==> src/rtl/token_link_pkg.sv <==
// Shared constants and state encoding for the token-router serial transmit path.
//   PKT_W     : packet width carried on the serial link
//   PREAMBLE  : frame start pattern, sent from bit 5 down to bit 0
//   GAP_MIN   : smallest idle-high gap the downstream receiver tolerates
//   CNT_W     : width of the frame sequencing counter
//   ID_W      : width of the encoded requester index
//   IDLE/PRE/DATA/GAP : one-hot transmitter state codes
package token_link_pkg;

    localparam int unsigned PKT_W   = 55;
    localparam int unsigned PRE_LEN = 6;
    localparam int unsigned GAP_MIN = 2;
    localparam int unsigned CNT_W   = 7;
    localparam int unsigned ID_W    = 3;

    localparam logic [PRE_LEN-1:0] PREAMBLE = 6'b011111;

    localparam logic [3:0] IDLE = 4'b0001;
    localparam logic [3:0] PRE  = 4'b0010;
    localparam logic [3:0] DATA = 4'b0100;
    localparam logic [3:0] GAP  = 4'b1000;

    typedef enum logic [3:0] {
        ST_IDLE = IDLE,
        ST_PRE  = PRE,
        ST_DATA = DATA,
        ST_GAP  = GAP
    } tx_state_t;

endpackage

==> src/rtl/rr_arbiter.sv <==
// Combinational round-robin picker: searches req starting at ptr, wrapping modulo NUM_REQ.
// Ports:
//   req   in  NUM_REQ  request vector
//   ptr   in  3        index the search starts from (must be < NUM_REQ)
//   en    in  1        when low, no grant is produced
//   grant out NUM_REQ  one-hot winner
//   idx   out 3        encoded winner index
//   any   out 1        a winner was found
// The pointer register lives in the parent.
module rr_arbiter #(
    parameter int unsigned NUM_REQ = 4
) (
    input  logic [NUM_REQ-1:0] req,
    input  logic [2:0]         ptr,
    input  logic               en,
    output logic [NUM_REQ-1:0] grant,
    output logic [2:0]         idx,
    output logic               any
);

    logic [3:0] cand;

    // Walk offsets 0..NUM_REQ-1 from ptr; the first valid candidate wins.
    always_comb begin
        grant = '0;
        idx   = '0;
        any   = 1'b0;
        cand  = '0;
        for (int unsigned k = 0; k < NUM_REQ; k++) begin
            cand = 4'(ptr) + 4'(k);
            if (cand >= 4'(NUM_REQ)) begin
                cand = cand - 4'(NUM_REQ);
            end
            for (int unsigned i = 0; i < NUM_REQ; i++) begin
                if (en && !any && (4'(i) == cand) && req[i]) begin
                    grant[i] = 1'b1;
                    idx      = 3'(i);
                    any      = 1'b1;
                end
            end
        end
    end

endmodule

==> src/rtl/serial_tx_arbiter.sv <==
// Shares one serial transmit line between NUM_REQ packet sources. A round-robin
// winner's packet is latched and framed as preamble 0,1,1,1,1,1 followed by
// PKT_W data bits MSB-first, then GAP_CYC idle-high cycles before the next grant.
// Ports:
//   clk         in  1              system clock, rising edge
//   rst         in  1              asynchronous active-high reset
//   req_valid   in  NUM_REQ        requester i has a packet pending
//   req_packet  in  NUM_REQ*PKT_W  packet of requester i at [i*PKT_W +: PKT_W]
//   req_ready   out NUM_REQ        one-cycle one-hot accept pulse
//   S_Data      out 1              serial line, idle high
//   busy        out 1              frame or gap in progress
//   grant_id    out 3              requester being transmitted (valid while busy)
// Optional build macro TXARB_PRIO_EN: requester 0 gets strict priority and its
// grants leave the round-robin pointer untouched.
module serial_tx_arbiter #(
    parameter int unsigned NUM_REQ = 4,
    parameter int unsigned PKT_W   = token_link_pkg::PKT_W,
    parameter int unsigned GAP_CYC = 3
) (
    input  logic                     clk,
    input  logic                     rst,
    input  logic [NUM_REQ-1:0]       req_valid,
    input  logic [NUM_REQ*PKT_W-1:0] req_packet,
    output logic [NUM_REQ-1:0]       req_ready,
    output logic                     S_Data,
    output logic                     busy,
    output logic [2:0]               grant_id
);

    import token_link_pkg::*;

    if ((GAP_CYC < GAP_MIN) || (NUM_REQ < 2) || (NUM_REQ > 8)) begin : g_param_check
        $error("serial_tx_arbiter: unsupported parameter set");
    end

    tx_state_t          state, state_next;
    logic [CNT_W-1:0]   cnt, cnt_next;
    logic [PKT_W-1:0]   shift, shift_next;
    logic [2:0]         ptr, ptr_next;
    logic [NUM_REQ-1:0] ready_next;
    logic               s_data_next;
    logic               busy_next;
    logic [ID_W-1:0]    grant_next;

    logic [NUM_REQ-1:0] arb_grant;
    logic [2:0]         arb_idx;
    logic               arb_any;
    logic               prio_hit;
    logic [NUM_REQ-1:0] win_oh;
    logic [2:0]         win_idx;
    logic               win_any;
    logic [PKT_W-1:0]   pkt_sel;

    rr_arbiter #(
        .NUM_REQ (NUM_REQ)
    ) u_rr (
        .req   (req_valid),
        .ptr   (ptr),
        .en    (state == ST_IDLE),
        .grant (arb_grant),
        .idx   (arb_idx),
        .any   (arb_any)
    );

    // Strict priority override for requester 0.
`ifdef TXARB_PRIO_EN
    assign prio_hit = (state == ST_IDLE) && req_valid[0];
`else
    assign prio_hit = 1'b0;
`endif

    assign win_oh  = prio_hit ? {{(NUM_REQ-1){1'b0}}, 1'b1} : arb_grant;
    assign win_idx = prio_hit ? 3'd0 : arb_idx;
    assign win_any = prio_hit | arb_any;

    // Winner's packet; one-hot select keeps part-select bases constant.
    always_comb begin
        pkt_sel = '0;
        for (int unsigned i = 0; i < NUM_REQ; i++) begin
            if (win_oh[i]) begin
                pkt_sel = req_packet[i*PKT_W +: PKT_W];
            end
        end
    end

    // State and registered outputs.
    always_ff @(posedge clk or posedge rst) begin
        if (rst) begin
            state     <= ST_IDLE;
            cnt       <= '0;
            shift     <= '0;
            ptr       <= '0;
            req_ready <= '0;
            S_Data    <= 1'b1;
            busy      <= 1'b0;
            grant_id  <= '0;
        end else begin
            state     <= state_next;
            cnt       <= cnt_next;
            shift     <= shift_next;
            ptr       <= ptr_next;
            req_ready <= ready_next;
            S_Data    <= s_data_next;
            busy      <= busy_next;
            grant_id  <= grant_next;
        end
    end

    // Next-state and next-output logic.
    always_comb begin
        state_next  = state;
        cnt_next    = cnt;
        shift_next  = shift;
        ptr_next    = ptr;
        ready_next  = '0;
        s_data_next = 1'b1;
        busy_next   = busy;
        grant_next  = grant_id;

        case (state)
            ST_IDLE: begin
                if (win_any) begin
                    ready_next = win_oh;
                    shift_next = pkt_sel;
                    grant_next = win_idx;
                    busy_next  = 1'b1;
                    state_next = ST_PRE;
                    cnt_next   = CNT_W'(PRE_LEN - 1);
                    if (!prio_hit) begin
                        ptr_next = (win_idx == 3'(NUM_REQ - 1)) ? 3'd0 : win_idx + 3'd1;
                    end
                end
            end
            ST_PRE: begin
                s_data_next = PREAMBLE[cnt[2:0]];
                if (cnt == '0) begin
                    state_next = ST_DATA;
                    cnt_next   = CNT_W'(PKT_W - 1);
                end else begin
                    cnt_next = cnt - CNT_W'(1);
                end
            end
            ST_DATA: begin
                // Shifting left presents shift[cnt] MSB-first without a variable index.
                s_data_next = shift[PKT_W-1];
                shift_next  = {shift[PKT_W-2:0], 1'b0};
                if (cnt == '0) begin
                    state_next = ST_GAP;
                    cnt_next   = CNT_W'(GAP_CYC - 1);
                end else begin
                    cnt_next = cnt - CNT_W'(1);
                end
            end
            ST_GAP: begin
                if (cnt == '0) begin
                    state_next = ST_IDLE;
                    busy_next  = 1'b0;
                end else begin
                    cnt_next = cnt - CNT_W'(1);
                end
            end
            default: begin
                state_next = ST_IDLE;
                busy_next  = 1'b0;
            end
        endcase
    end

endmodule

==> config.mk <==
export PLATFORM = sky130hd
export DESIGN_NAME = serial_tx_arbiter
export DESIGN_NICKNAME = d
export VERILOG_FILES = /design/src/rtl/token_link_pkg.sv /design/src/rtl/rr_arbiter.sv /design/src/rtl/serial_tx_arbiter.sv
export SDC_FILE = /design/constraint.sdc
export NUM_CORES = 1
export LEC_CHECK = 0
export ABC_AREA = 1
export ABC_CLOCK_PERIOD_IN_PS = 3300
export CORE_MARGIN = 1
export CORE_UTILIZATION = 43
export CTS_CLUSTER_DIAMETER = 60
export DETAILED_ROUTE_END_ITERATION = 6
export GPL_ROUTABILITY_DRIVEN = 0
export PLACE_DENSITY_LB_ADDON = 0.3
export SYNTH_ARGS = -nofsm -noshare
export SYNTH_HDL_FRONTEND = slang
export SYNTH_SLANG_ARGS = --single-unit
==> constraint.sdc <==
create_clock -name clk -period 3.3 [get_ports clk]
set_input_delay 0.495 -clock clk [delete_from_list [all_inputs] [get_ports clk]]
set_output_delay 0.495 -clock clk [all_outputs]
set_load 0.01 [all_outputs]
==> reports/qor.txt <==
Setup crit end kind: register
Root buffer cell: clkbuf_16
IO Pins: 235
Critical Path Max Stage Delay: 0.41 ns
Num rows: 40
Critical R2R Capture: shift[0]
Fraction of layout cells with a size suffix above 1: 6.82%
Detailed Routing Iterations Pass 1: 5
Avg WL per Cell: 14.3 um
CTS H-Tree Depth: 3
Seq/Total Area, Yosys: 35.8%
Reg2Reg Depth: 19
Core area: 12100 um2
CP top delay family: simple AND/OR/NAND/NOR gates
Clock sinks: 76
HP Start: shift[19]
Vias per cell: 5.08
Crit path max-delay cell type: dfrtp_1
Layout area overhead: 52.3%
Vias in the first global route: 5734
Tcrit/Tclk final: 90.2%
Least-Margin Pin Slew: 0.980 ns
Pwr dens: 808 nW/um2
CP Data Arrival Time: 3.20 ns
Starting Density: 44.1%
Largest net degree at the start of global routing: 60
Worst slew margin: 34.6%
Outcome: finished, final reports clean
Worst reg2reg setup slack: 0.32 ns
Clock skew: 0.0122 ns
Worst-Skew Late Latency: 0.34 ns
Post-DP HPWL: 12800 um
Final setup viols: 0
R2r startpoint: ptr[1]
Fin. Hold Viols: 0
Min-Delay Endpoint: shift[20]
DP Area: 7790 um2
Max Cap Viol: 0
Die area: 12800 um2
Synth Register Bits: 76
Worst Hold Depth: 2
Setup CP Type: reg2reg
CTS Hold Bufs: 0
LEAKAGE: 3.72 nW
Post-DRT Antenna Nets: 0
Setup Fix Bufs, Post-CTS: 0
Die H: 113 um
Yosys warns: 0
CP Max Fanout: 57
Fmax: 336 MHz
Crit path launch type: register
CTS tree: yes
Required time of the critical path: 3.52 ns
WL final: 17100 um
Overflow after GRT: 0
CTS Buffer Depth: 2
Initial antenna violation count: 0
Buf/Inv on CP: 3
Crit path from: ptr[1]
Die Wd: 113 um
Unique masters post-synth: 35
Setup_tns: 0 ns
First-pass GRT wire length: 27000 um
Syn_area_per_cell: 6.60 um2
Worst hold path class: reg2reg
Port bufs: 233
DRC: 0
Tmin final: 2.98 ns
Vias: 6069
GRT Total Usage: 26.3%
Reg clk slew, reported paths: 0.07 ns
Max VDD drop: 0.000415 V
Minimum setup slack after placement: 0.138 ns
RSZ-0062 raised after global routing: false
Setup slack after layout: 0.325 ns
N_diodes: 0
Nets: 1255
Final instance area: 8110 um2
Post-Syn Area: 5320 um2
Slew Limit Fails: 0
Cells after synthesis: 806
Resize count post-CTS: 0
TritonCTS Buffers: 9
Initial DRC Count: 302
Critical path depth: 19
Worst path cell trace: nand2_1, inv_2, ha_1, inv_1, nand2_1, nand3_1, nand3b_1, nand4_1, a21oi_2, nand4_2, nor2_4, nand2_2, nor2_4, nand3_2, nand3_2, buf_12, nand2_1, nand2_1, nand2_1
Cell mode on critical path: nand2_1
metrics by stage:
step	utilization, %	instances	hold WS [ns]	power, mW
after floorplan	-	809	0.468	4.43
after global placement	64.6	1178	0.482	5.39
after detailed placement	64.6	1178	0.487	5.51
after CTS	67.0	1194	0.496	6.47
after global routing	67.2	1195	0.523	7.14
final	67.2	1195	0.495	6.55
registers in the layout, summed over array words and instances (netlist names):
signal     cells
shift         55
cnt            7
req_ready      4
state          4
grant_id       2
ptr            2
S_Data         1
busy           1
logic make-up after synthesis:
kind of cell	after synthesis	share of synthesized area [%]
flip-flops	76	35.8
adder cells (fa/ha/maj)	7	1.65
other	2	0.141
XOR/XNOR	5	0.823
AND/OR/NAND/NOR	540	45.2
AO/OA/AOI/OAI	67	7.05
buffers and inverters	109	9.33
where the power goes:
group	internal [mW]	total, mW	switching, mW
logic	1.59	3.92	2.33
clock network	0.526	0.943	0.417
registers	1.44	1.68	0.245
Yosys cell counts (all sizes together):
cell type	number	share of area (%)
xor2	5	0.82
nand3	76	7.8
clkbuf	17	1.2
buf	26	3.5
dfrtp	74	35
o21ai	18	2.1
nor3	11	1.0
o211ai	2	0.28
dfstp	2	0.99
inv	66	4.7
conb	2	0.14
nor4	1	0.12
o22ai	1	0.12
nand2	326	23
a21o	1	0.14
ha	7	1.6
o21a	2	0.28
nand3b	1	0.14
nor2	61	5.1
a21oi	43	4.1
nand4	64	7.9
worst register-to-register path, stage by stage, from the launching register on:
cell and delay (ns):
dfrtp_1 0.41, nand2_1 0.18, inv_2 0.07, ha_1 0.19, inv_1 0.05, nand2_1 0.04
nand3_1 0.09, nand3b_1 0.20, nand4_1 0.18, a21oi_2 0.22, nand4_2 0.16, nor2_4 0.14
nand2_2 0.07, nor2_4 0.14, nand3_2 0.12, nand3_2 0.11, buf_12 0.25, nand2_1 0.13
nand2_1 0.07, nand2_1 0.04
how the worst max path moves through the flow:
stage	end	slack [ns]
3_5_place_dp	cnt[2]	0.14
6_report	shift[0]	0.32
4_1_cts	cnt[6]	0.30
2_1_floorplan	cnt[0]	0.75
5_1_grt	shift[0]	0.04
3_3_place_gp	state[3]	0.30
layer usage:
metal  GRT usage, %  wire [um]  part of all wire (%)
met5              0          0                     0
met4           7.63        275                   1.6
met3           4.77       1380                   8.1
met2           46.0       8270                    48
met1           33.2       7160                    42
cells in the final DEF, fill, tap and decap left out, types with 2 or more instances in the layout:
cell type | Yosys | routed
nor2_1 | 55 | 55
o211ai_1 | 2 | 2
inv_6 | 0 | 4
a21oi_1 | 42 | 42
buf_4 | 5 | 5
nand4_1 | 61 | 61
dfstp_2 | 2 | 2
buf_12 | 0 | 5
conb_1 | 2 | 5
nand4_2 | 3 | 3
o21ai_1 | 2 | 2
clkbuf_16 | 0 | 10
inv_1 | 58 | 56
dfrtp_1 | 74 | 74
nand3_2 | 4 | 5
nand2_1 | 322 | 320
nand3_1 | 71 | 70
nor3_1 | 11 | 10
ha_1 | 7 | 7
nand2_2 | 4 | 6
o21ai_2 | 6 | 6
inv_2 | 8 | 9
xor2_1 | 5 | 5
nor2_2 | 2 | 2
clkdlybuf4s50_1 | 0 | 233
nor2_4 | 3 | 3
o21ai_0 | 10 | 10
final cells by class:
type / count / area [um2]
fillers: 1093 / 3960
multi-input cells: 624 / 2950
repair buffers: 245 / 2510
flip-flops and latches: 76 / 1900
inverters: 66 / 249
clock buffers: 9 / 225
well taps: 168 / 210
clock inverters: 7 / 62.6
No activity file was read; power rests on OpenSTA's default activity.
